<file path="config.mk">
export PLATFORM = sky130hd
export DESIGN_NAME = bus_arbiter
export DESIGN_NICKNAME = d
export VERILOG_FILES = /design/src/rtl/bus_arbiter_pkg.sv /design/src/rtl/bus_watchdog.sv /design/src/rtl/bus_arbiter.sv
export SDC_FILE = /design/constraint.sdc
export NUM_CORES = 1
export LEC_CHECK = 0
export CAP_MARGIN = 25
export CORE_ASPECT_RATIO = 2
export CORE_MARGIN = 4
export CORE_UTILIZATION = 40
export DETAILED_ROUTE_END_ITERATION = 10
export PLACE_DENSITY_LB_ADDON = 0.15
export SKIP_CTS_REPAIR_TIMING = 1
export SYNTH_ARGS = -nofsm -noshare
export SYNTH_HDL_FRONTEND = slang
export SYNTH_SLANG_ARGS = --single-unit
</file>
<file path="constraint.sdc">
create_clock -name clk -period 2.1 [get_ports clk]
set_input_delay 0.42 -clock clk [delete_from_list [all_inputs] [get_ports clk]]
set_output_delay 0.42 -clock clk [all_outputs]
set_load 0.005 [all_outputs]
</file>
<file path="src/rtl/bus_arbiter_pkg.sv">
// Shared register-bus definitions: widths, FSM encodings and the latched transaction payload.
// Used by the arbiter, the bus multiplexer and the slaves.
package bus_arbiter_pkg;

    localparam int unsigned REG_WIDTH    = 32;
    localparam int unsigned ADDR_WIDTH   = 5;
    localparam int unsigned N_SLAVES_DEF = 2;
    localparam int unsigned TIMEOUT_DEF  = 15;

    typedef enum logic [1:0] {
        ST_IDLE = 2'd0,
        ST_BUSY = 2'd1,
        ST_DONE = 2'd2
    } state_e;

    typedef struct packed {
        logic [ADDR_WIDTH-1:0] addr;
        logic                  we;
        logic [REG_WIDTH-1:0]  wdata;
    } bus_req_t;

endpackage

</file>
<file path="src/rtl/bus_watchdog.sv">
// Transaction watchdog: clear/enable counter flagging the last permitted BUSY cycle.
module bus_watchdog
    import bus_arbiter_pkg::*;
#(
    parameter int unsigned TIMEOUT = TIMEOUT_DEF
) (
    input  logic clk,
    input  logic rst,
    input  logic i_clr,
    input  logic i_en,
    output logic o_expired_c
);

    localparam int unsigned CNT_W = $clog2(TIMEOUT + 1);

    logic [CNT_W-1:0] r_count;

    always_ff @(posedge clk) begin
        if (rst) begin
            r_count <= '0;
        end else if (i_clr) begin
            r_count <= '0;
        end else if (i_en && (r_count != CNT_W'(TIMEOUT))) begin
            r_count <= r_count + CNT_W'(1);
        end
    end

    // This cycle's increment brings the count to TIMEOUT, so the strobe has been up TIMEOUT cycles.
    assign o_expired_c = i_en && (r_count == CNT_W'(TIMEOUT - 1));

endmodule

</file>
<file path="src/rtl/bus_arbiter.sv">
// Two-master round-robin arbiter and single-transaction sequencer for the shared register bus.
module bus_arbiter
    import bus_arbiter_pkg::*;
#(
    parameter int unsigned N_SLAVES = N_SLAVES_DEF,
    parameter int unsigned TIMEOUT  = TIMEOUT_DEF
) (
    input  logic                  clk,
    input  logic                  rst,
    input  logic                  m0_req,
    input  logic [ADDR_WIDTH-1:0] m0_addr,
    input  logic                  m0_we,
    input  logic [REG_WIDTH-1:0]  m0_wdata,
    output logic [REG_WIDTH-1:0]  m0_rdata,
    output logic                  m0_ack,
    output logic                  m0_err,
    input  logic                  m1_req,
    input  logic [ADDR_WIDTH-1:0] m1_addr,
    input  logic                  m1_we,
    input  logic [REG_WIDTH-1:0]  m1_wdata,
    output logic [REG_WIDTH-1:0]  m1_rdata,
    output logic                  m1_ack,
    output logic                  m1_err,
    output logic                  s_stb,
    output logic [ADDR_WIDTH-1:0] s_addr,
    output logic                  s_we,
    output logic [REG_WIDTH-1:0]  s_wdata,
    input  logic [REG_WIDTH-1:0]  s_rdata,
    input  logic                  s_ack
);

    state_e                     r_state, w_state_nxt;
    logic                       r_last, w_last_nxt;
    logic                       r_gnt, w_gnt_nxt;
    bus_req_t                   r_xact, w_xact_nxt;
    logic                       r_stb, w_stb_nxt;
    logic [1:0]                 r_ack, w_ack_nxt;
    logic [1:0]                 r_err, w_err_nxt;
    logic [1:0][REG_WIDTH-1:0]  r_rdata, w_rdata_nxt;
    logic                       w_wd_clr;
    logic                       w_wd_en;
    logic                       w_expired_c;
    bus_req_t                   w_m0_xact, w_m1_xact;

    assign w_m0_xact = '{addr: m0_addr, we: m0_we, wdata: m0_wdata};
    assign w_m1_xact = '{addr: m1_addr, we: m1_we, wdata: m1_wdata};
    assign w_wd_en   = (r_state == ST_BUSY);

    bus_watchdog #(
        .TIMEOUT     (TIMEOUT)
    ) u_watchdog (
        .clk         (clk),
        .rst         (rst),
        .i_clr       (w_wd_clr),
        .i_en        (w_wd_en),
        .o_expired_c (w_expired_c)
    );

    // Next-state, grant and registered-output computation.
    always_comb begin
        w_state_nxt = r_state;
        w_last_nxt  = r_last;
        w_gnt_nxt   = r_gnt;
        w_xact_nxt  = r_xact;
        w_stb_nxt   = 1'b0;
        w_ack_nxt   = '0;
        w_err_nxt   = '0;
        w_rdata_nxt = r_rdata;
        w_wd_clr    = 1'b0;
        case (r_state)
            ST_IDLE: begin
                if (m0_req || m1_req) begin
                    w_gnt_nxt  = (m0_req && m1_req) ? ~r_last : m1_req;
                    w_last_nxt = w_gnt_nxt;
                    w_xact_nxt = w_gnt_nxt ? w_m1_xact : w_m0_xact;
                    if (32'(w_xact_nxt.addr) < N_SLAVES) begin
                        w_state_nxt = ST_BUSY;
                        w_stb_nxt   = 1'b1;
                        w_wd_clr    = 1'b1;
                    end else begin
                        // Undecoded address: fail without ever strobing the slaves.
                        w_state_nxt            = ST_DONE;
                        w_err_nxt[w_gnt_nxt]   = 1'b1;
                        w_rdata_nxt[w_gnt_nxt] = '0;
                    end
                end
            end
            ST_BUSY: begin
                if (s_ack) begin
                    w_state_nxt        = ST_DONE;
                    w_ack_nxt[r_gnt]   = 1'b1;
                    w_rdata_nxt[r_gnt] = s_rdata;
                end else if (w_expired_c) begin
                    w_state_nxt        = ST_DONE;
                    w_err_nxt[r_gnt]   = 1'b1;
                    w_rdata_nxt[r_gnt] = '0;
                end else begin
                    w_stb_nxt = 1'b1;
                end
            end
            ST_DONE: begin
                w_state_nxt = ST_IDLE;
            end
            default: begin
                w_state_nxt = ST_IDLE;
            end
        endcase
    end

    always_ff @(posedge clk) begin
        if (rst) begin
            r_state <= ST_IDLE;
            r_last  <= 1'b1;
            r_gnt   <= 1'b0;
            r_xact  <= '0;
            r_stb   <= 1'b0;
            r_ack   <= '0;
            r_err   <= '0;
            r_rdata <= '0;
        end else begin
            r_state <= w_state_nxt;
            r_last  <= w_last_nxt;
            r_gnt   <= w_gnt_nxt;
            r_xact  <= w_xact_nxt;
            r_stb   <= w_stb_nxt;
            r_ack   <= w_ack_nxt;
            r_err   <= w_err_nxt;
            r_rdata <= w_rdata_nxt;
        end
    end

    assign s_stb    = r_stb;
    assign s_addr   = r_xact.addr;
    assign s_we     = r_xact.we;
    assign s_wdata  = r_xact.wdata;
    assign m0_rdata = r_rdata[0];
    assign m1_rdata = r_rdata[1];
    assign m0_ack   = r_ack[0];
    assign m1_ack   = r_ack[1];
    assign m0_err   = r_err[0];
    assign m1_err   = r_err[1];

endmodule

</file>
==> results.sh, run 1 <==
export IMPL_status="finished clean"
export IMPL_timing_rr_start="u_watchdog.r_count[0]$_SDFFE_PP0P_"
export IMPL_ys_ff_latch=115
export IMPL_ant_nets=0
export IMPL_period_needed_ps=1950
export IMPL_min_delay_path_depth=1
export IMPL_yosysMostFrequentCell="dfxtp_1"
export IMPL_startpoint_type="flip-flop"
export IMPL_synth_nets=493
export IMPL_crit_path_end_kind="flip-flop"
export IMPL_numPortBuffers=219
export IMPL_vdd_drop_max_uv=782
export IMPL_fp_dieArea_sq_um=12500
export IMPL_dp_cells=719
export IMPL_yosysTopAreaCell="dfxtp_1"
export IMPL_fin_crit_sh_pct=93.0
export IMPL_die_width_um=80.9
export IMPL_holdPathEnd="m1_rdata[28]$_SDFFE_PP0P_"
export IMPL_root_buffer="clkbuf_16"
export IMPL_vias_per_cell=5.54
export IMPL_clk_latency_ps=400
export IMPL_p_total_mw=6.02
export IMPL_synth_top_area_share_pct=54.1
export IMPL_fin_skew_ps=7.51
export IMPL_drt_wl_total_um=13900
export IMPL_cts_buffer_depth=2
export IMPL_worstSetupPathType="flip-flop to flip-flop"
export IMPL_synth_cell_types=42
export IMPL_htreeDepth=4
export IMPL_min_delay_start="m1_rdata[28]$_SDFFE_PP0P_"
export IMPL_drv_slew=0
export IMPL_ys_async_sr_fraction_pct=0
export IMPL_max_slew_margin_rel_pct=69.7
export IMPL_r2r_cells=7
export IMPL_routed_via_count=4159
export IMPL_synth_area_leaders="dfxtp_1, a32o_1, a222oi_1"
export IMPL_start_util_pct=40.6
export IMPL_syn_area_per_cell_sq_um=11.3
export IMPL_setup_viol=0
export IMPL_dp_hpwl_um=10100
export IMPL_grt_use_total_pct=22.0
export IMPL_grt_pass1_wl_um=21700
export IMPL_clkTransAtPathRegs_ps=50
export IMPL_synth_edff_count=0
export IMPL_cp_arrival_ps=2230
export IMPL_grt_max_degree=39
export IMPL_rsz0062_at_grt="no"
export IMPL_reg2reg_slack_ps=150
export IMPL_die_h_um=154
export IMPL_powerDensity_nw_per_um2=821
export IMPL_drt_iter0_drc=218
export IMPL_ys_top_cells_by_count="dfxtp_1, a32o_1, nor2_1, a222oi_1, clkbuf_1"
export IMPL_io_pins=220
export IMPL_max_cap_viol_count=0
export IMPL_finalHoldViolations=0
export IMPL_drc=0
export IMPL_nets=716
export IMPL_cts_tree="yes"
export IMPL_overflow=0
export IMPL_crit_required_ps=2380
export IMPL_clkSinkCount=115
export IMPL_rows=53
export IMPL_cts_buffers=17
export IMPL_fin_tns_setup_ps=0
export IMPL_fmax_ghz=0.512
export IMPL_fill_cells=860
export IMPL_synth_flop_cell="dfxtp_1"
export IMPL_path_max_fanout=31
export IMPL_worstMarginPinSlew_ps=450
export IMPL_yosysWarningCount=0
export IMPL_stdcell_count=751
export IMPL_core_sq_um=10500
export IMPL_areaGrowthSynthToFinish_pct=72.3
export IMPL_drive_above_1_share_pct=10.9
export IMPL_drt_pass1_iterations=5
export IMPL_syn_area_sq_um=4260
export IMPL_yosysSeqAreaShare_pct=54.1
export IMPL_min_path_type="flip-flop to flip-flop"
export IMPL_first_global_vias=4378
export IMPL_wl_per_cell_um=18.5
export IMPL_antenna_found_initial=0
export IMPL_syn_inst=378
export IMPL_r2r_end="m0_rdata[17]$_SDFFE_PP0P_"
export IMPL_leakage_nw=2.68
export IMPL_routabilityCongestion=0.846
export IMPL_antenna_cells=0
-- worst max-delay path, stage by stage, from the launching register on --
cell and delay (ps):
dfxtp_1 340, inv_1 70, ha_1 150, nand3_2 150, a311oi_4 470, o221ai_4 180, buf_12 200, a32o_1 270
-- worst max-delay path by stage --
| stage | startpoint | endpoint | slack (ps) | depth (start not counted) |
|---|---|---|---|---|
| 5_1_grt | u_watchdog.r_count[0]$_SDFFE_PP0P_ | m0_rdata[17]$_SDFFE_PP0P_ | 30 | 7 |
| 6_report | u_watchdog.r_count[0]$_SDFFE_PP0P_ | m0_rdata[17]$_SDFFE_PP0P_ | 150 | 7 |
| 4_1_cts | u_watchdog.r_count[0]$_SDFFE_PP0P_ | m0_rdata[10]$_SDFFE_PP0P_ | 140 | 7 |
| 3_3_place_gp | m1_req | m0_rdata[16]$_SDFFE_PP0P_ | -190 | 6 |
| 3_5_place_dp | m1_req | m0_rdata[17]$_SDFFE_PP0P_ | -210 | 6 |
| 2_1_floorplan | m1_req | m0_rdata[10]$_SDFFE_PP0P_ | 310 | 6 |
-- where the power goes --
part	internal [mW]	leakage, nW	total (mW)	switching (mW)
clock network	1.88	0.296	2.87	0.995
logic	0.490	1.45	0.829	0.339
registers	2.27	0.936	2.32	0.0489
total	4.63	2.68	6.02	1.38
-- cell families (layout without fill, tap and decap cells) --
kind of cell    after synthesis  after routing  synth area share, %
compound gates              127            127                 28.3
flops                       115            115                 54.1
simple gates                 72             72                 7.76
buf+inv                      46            282                 5.23
mux                          15             15                 3.82
fa+ha+maj                     2              2                0.588
xor+xnor                      1              1                0.206
-- layout by cell type, fill, tap and decap left out, drive strengths merged, types with 2 or more instances in the layout --
cell	instances
clkinvlp	2
nand2b	2
a222oi	24
nand3	2
a32o	62
buf	26
clkdlybuf4s50	219
nor3	7
clkbuf	21
mux2i	15
bufinv	2
nor2b	2
inv	7
a21oi	6
a211oi	16
dfxtp	115
and3	2
o21a	4
ha	2
clkinv	5
nand2	3
nor2	46
o21ai	4
nor4	6
-- per-layer routing --
layer  GRT usage [%]  routed length [um]  vias up
met5               0                   0        -
met1            22.6                4820     2009
met3            6.80                1130       16
met2            40.7                7730      181
met4            7.66                 235        0
li1                -                   -     1953
-- stage by stage --
| step | hold slack [ps] | cell area [sq um] | utilization [%] | worst slack, ps |
|---|---|---|---|---|
| floorplan | 453 | 4260 | - | 311 |
| global placement | 475 | 6730 | 64.2 | -191 |
| detailed placement | 482 | 6730 | 64.2 | -213 |
| CTS | 494 | 7330 | 70.0 | 135 |
| global route | 515 | 7330 | 70.0 | 30.3 |
| finish | 491 | 7330 | 70.0 | 147 |
-- flip-flops by register name, summed over array words and instances (netlist names) --
name                cells
r_last                  1
r_state                 2
s_wdata                32
m1_rdata               32
r_ack                   2
u_watchdog.r_count      4
r_err                   2
s_we                    1
r_gnt                   1
s_addr                  5
s_stb                   1
m0_rdata               32
-- final cells by class --
cell class                      count  area (sq um)  area share (%)
Sequential cell                   115          2300            31.4
Clock inverter                     11           125            1.71
Tap cell                          137           171            2.34
Multi-Input combinational cell    217          1750            23.8
Clock buffer                       21           480            6.55
Timing Repair Buffer              245          2490            33.9
Inverter                            5          18.8           0.256
(Power assumes the default switching activity.)
==> run 2: changes to the inputs <==
- CORE_UTILIZATION: 40 -> 43
- CTS_BUF_LIST: unset -> sky130_fd_sc_hd__clkbuf_8
- GPL_ROUTABILITY_DRIVEN: unset -> 0
- SYNTH_HIERARCHICAL: unset -> 1
==> run 2 against run 1 <==
Die area rose by 3.2%. Non-clock buffer count fell by 1. Hold slack got worse by 45 ps. Clock power fell by 26%. First-iteration DRC count rose by 6.9%. Critical path depth fell by 1. Clock skew rose by 1.8 ps. Utilization rose by 0.99 points. Total power fell by 11%. Critical path type is now input pin to flip-flop.
==> results.sh, run 2 <==
export IMPL_syn_inst=491
export IMPL_synth_area_leaders="dfxtp_1, a221o_1, a22o_1"
export IMPL_antenna_cells=0
export IMPL_cts_buffer_depth=2
export IMPL_fin_skew_ps=9.35
export IMPL_dp_hpwl_um=10700
export IMPL_worstPathCellList="clkdlybuf4s50_1 -> or4_1 -> mux2_2 -> a211o_2 -> buf_12 -> a21oi_2"
export IMPL_clkSinkCount=115
export IMPL_clkTransAtPathRegs_ps=70
export IMPL_ys_top_cells_by_count="dfxtp_1, nor2_1, nand2_1, a221o_1, a22o_1"
export IMPL_stdcell_count=863
export IMPL_fin_crit_sh_pct=95.2
export IMPL_numPortBuffers=219
export IMPL_fill_cells=865
export IMPL_rows=54
export IMPL_drc=0
export IMPL_timing_rr_start="u_watchdog/r_count[0]$_SDFFE_PP0P_"
export IMPL_whs_ps=445
export IMPL_min_delay_path_depth=2
export IMPL_grt_busiest_layer="met2"
export IMPL_rsz0062_at_grt="no"
export IMPL_post_route_cell_area_sq_um=7670
export IMPL_drt_pass1_iterations=5
export IMPL_final_common_cell="clkdlybuf4s50_1"
export IMPL_synth_top_area_share_pct=48.6
export IMPL_io_pins=220
export IMPL_slowest_stage="or4_1"
export IMPL_grt_use_total_pct=22.6
export IMPL_grt_util_met2_pct=40.7
export IMPL_finalHoldViolations=0
export IMPL_powerDensity_nw_per_um2=695
export IMPL_vdd_drop_max_uv=525
export IMPL_reg2reg_slack_ps=180
export IMPL_synth_nets=606
export IMPL_routed_via_count=4702
export IMPL_layout_common_cells="clkdlybuf4s50_1, dfxtp_1, nor2_1"
export IMPL_yosysTopAreaCell="dfxtp_1"
export IMPL_period_needed_ps=2000
export IMPL_synth_flop_cell="dfxtp_1"
export IMPL_cts_tree="yes"
export IMPL_nets=825
export IMPL_syn_area_per_cell_sq_um=9.64
export IMPL_synth_edff_count=0
export IMPL_drv_slew=0
export IMPL_syn_area_sq_um=4730
export IMPL_holdPathEnd="r_gnt$_SDFFE_PP0P_"
export IMPL_ant_nets=0
export IMPL_grt_met1_usage_pct=22.7
export IMPL_die_h_um=156
export IMPL_setup_viol=0
export IMPL_leakage_nw=2.82
export IMPL_worstMarginPinSlew_ps=515
export IMPL_crit_path_end_kind="flip-flop"
export IMPL_yosysWarningCount=6
export IMPL_die_width_um=82.2
export IMPL_overflow=0
export IMPL_drt_iter0_drc=233
export IMPL_synth_cell_types=41
export IMPL_grt_pass1_wl_um=22600
export IMPL_status="finished clean"
export IMPL_start_util_pct=43.8
export IMPL_wl_per_cell_um=16.8
export IMPL_fin_tns_setup_ps=0
export IMPL_htreeDepth=4
export IMPL_core_sq_um=10800
export IMPL_fmax_ghz=0.500
export IMPL_max_cap_viol_count=0
export IMPL_vias_per_cell=5.45
export IMPL_drive_above_1_share_pct=14.9
export IMPL_cts_buffers=17
export IMPL_r2r_end="m0_rdata[4]$_SDFFE_PP0P_"
export IMPL_max_stage_delay_ps=540
export IMPL_antenna_found_initial=0
export IMPL_cp_arrival_ps=2350
export IMPL_final_core_util_pct=71.0
export IMPL_yosysMostFrequentCell="dfxtp_1"
export IMPL_r2r_cells=8
export IMPL_root_buffer="clkbuf_8"
export IMPL_met3_usage_pct=7.03
export IMPL_grt_max_degree=40
export IMPL_worstSetupPathType="input pin to flip-flop"
export IMPL_min_path_type="input pin to flip-flop"
export IMPL_ys_ff_latch=115
export IMPL_dpl_cell_area_sq_um=7250
export IMPL_path_max_fanout=14
export IMPL_max_slew_margin_rel_pct=65.7
export IMPL_startpoint_type="input pin"
export IMPL_dp_cells=831
export IMPL_drt_wl_total_um=14500
export IMPL_clk_latency_ps=420
export IMPL_yosysSeqAreaShare_pct=48.6
export IMPL_ys_async_sr_fraction_pct=0
export IMPL_crit_required_ps=2450
export IMPL_min_delay_start="rst"
export IMPL_areaGrowthSynthToFinish_pct=62.1
export IMPL_fp_dieArea_sq_um=12900
export IMPL_first_global_vias=4679
run 2: worst max path at each step:
stage / start / cells after the start / slack (ps) / end
floorplan: r_state[1]$_SDFFE_PP0N_ / 10 / 7 / m1_rdata[0]$_SDFFE_PP0P_
global placement: m0_addr[4] / 6 / -290 / m1_rdata[17]$_SDFFE_PP0P_
detailed placement: m0_addr[4] / 6 / -330 / m1_rdata[31]$_SDFFE_PP0P_
CTS: m0_addr[4] / 6 / 140 / m1_rdata[20]$_SDFFE_PP0P_
global route: m1_addr[4] / 6 / 50 / m1_rdata[3]$_SDFFE_PP0P_
finish: m1_addr[4] / 6 / 100 / m1_rdata[4]$_SDFFE_PP0P_
run 2: cells by family after synthesis:
logic type / count (synthesis) / share of synthesized area, %
AOI/OAI and AO/OA: 171 / 29.2
adders and majority gates: 2 / 0.529
buffers and inverters: 47 / 4.92
DFF: 115 / 48.6
muxes: 19 / 4.04
and+or+nand+nor: 137 / 12.7
run 2: power by group:
part / switching (mW) / internal [mW]
Combinational: 0.386 / 0.505
Clock: 0.891 / 1.23
Sequential: 0.0510 / 2.27
Total: 1.33 / 4.01
run 2: critical path: cells and delay by family:
kind | cells | cell delay, ps
and+or+nand+nor | 1 | 540
AOI/OAI and AO/OA | 2 | 480
muxes | 1 | 310
buffers and inverters | 2 | 590
run 2: through the flow:
stage	total power [mW]	setup slack, ps
after floorplan	2.72	7.22
after global placement	3.24	-286
after detailed placement	3.26	-326
after CTS	5.40	136
after global routing	5.56	45.8
final	5.33	101
run 2: area by class of cell:
type	instances	area (sq um)	area share [%]
Timing Repair Buffer	244	2500	32.6
Inverter	3	13.8	0.179
Clock inverter	13	159	2.07
Clock buffer	19	262	3.41
Multi-Input combinational cell	329	2260	29.5
Tap cell	140	175	2.28
Sequential cell	115	2300	30.0
run 2: layer usage:
metal / vias to the layer above / wire length [um] / share of wire (%)
met5: - / 0 / 0
met4: 0 / 432 / 3.0
met3: 24 / 1180 / 8.2
met2: 211 / 7870 / 54
met1: 2205 / 5030 / 35
li1: 2262 / - / -
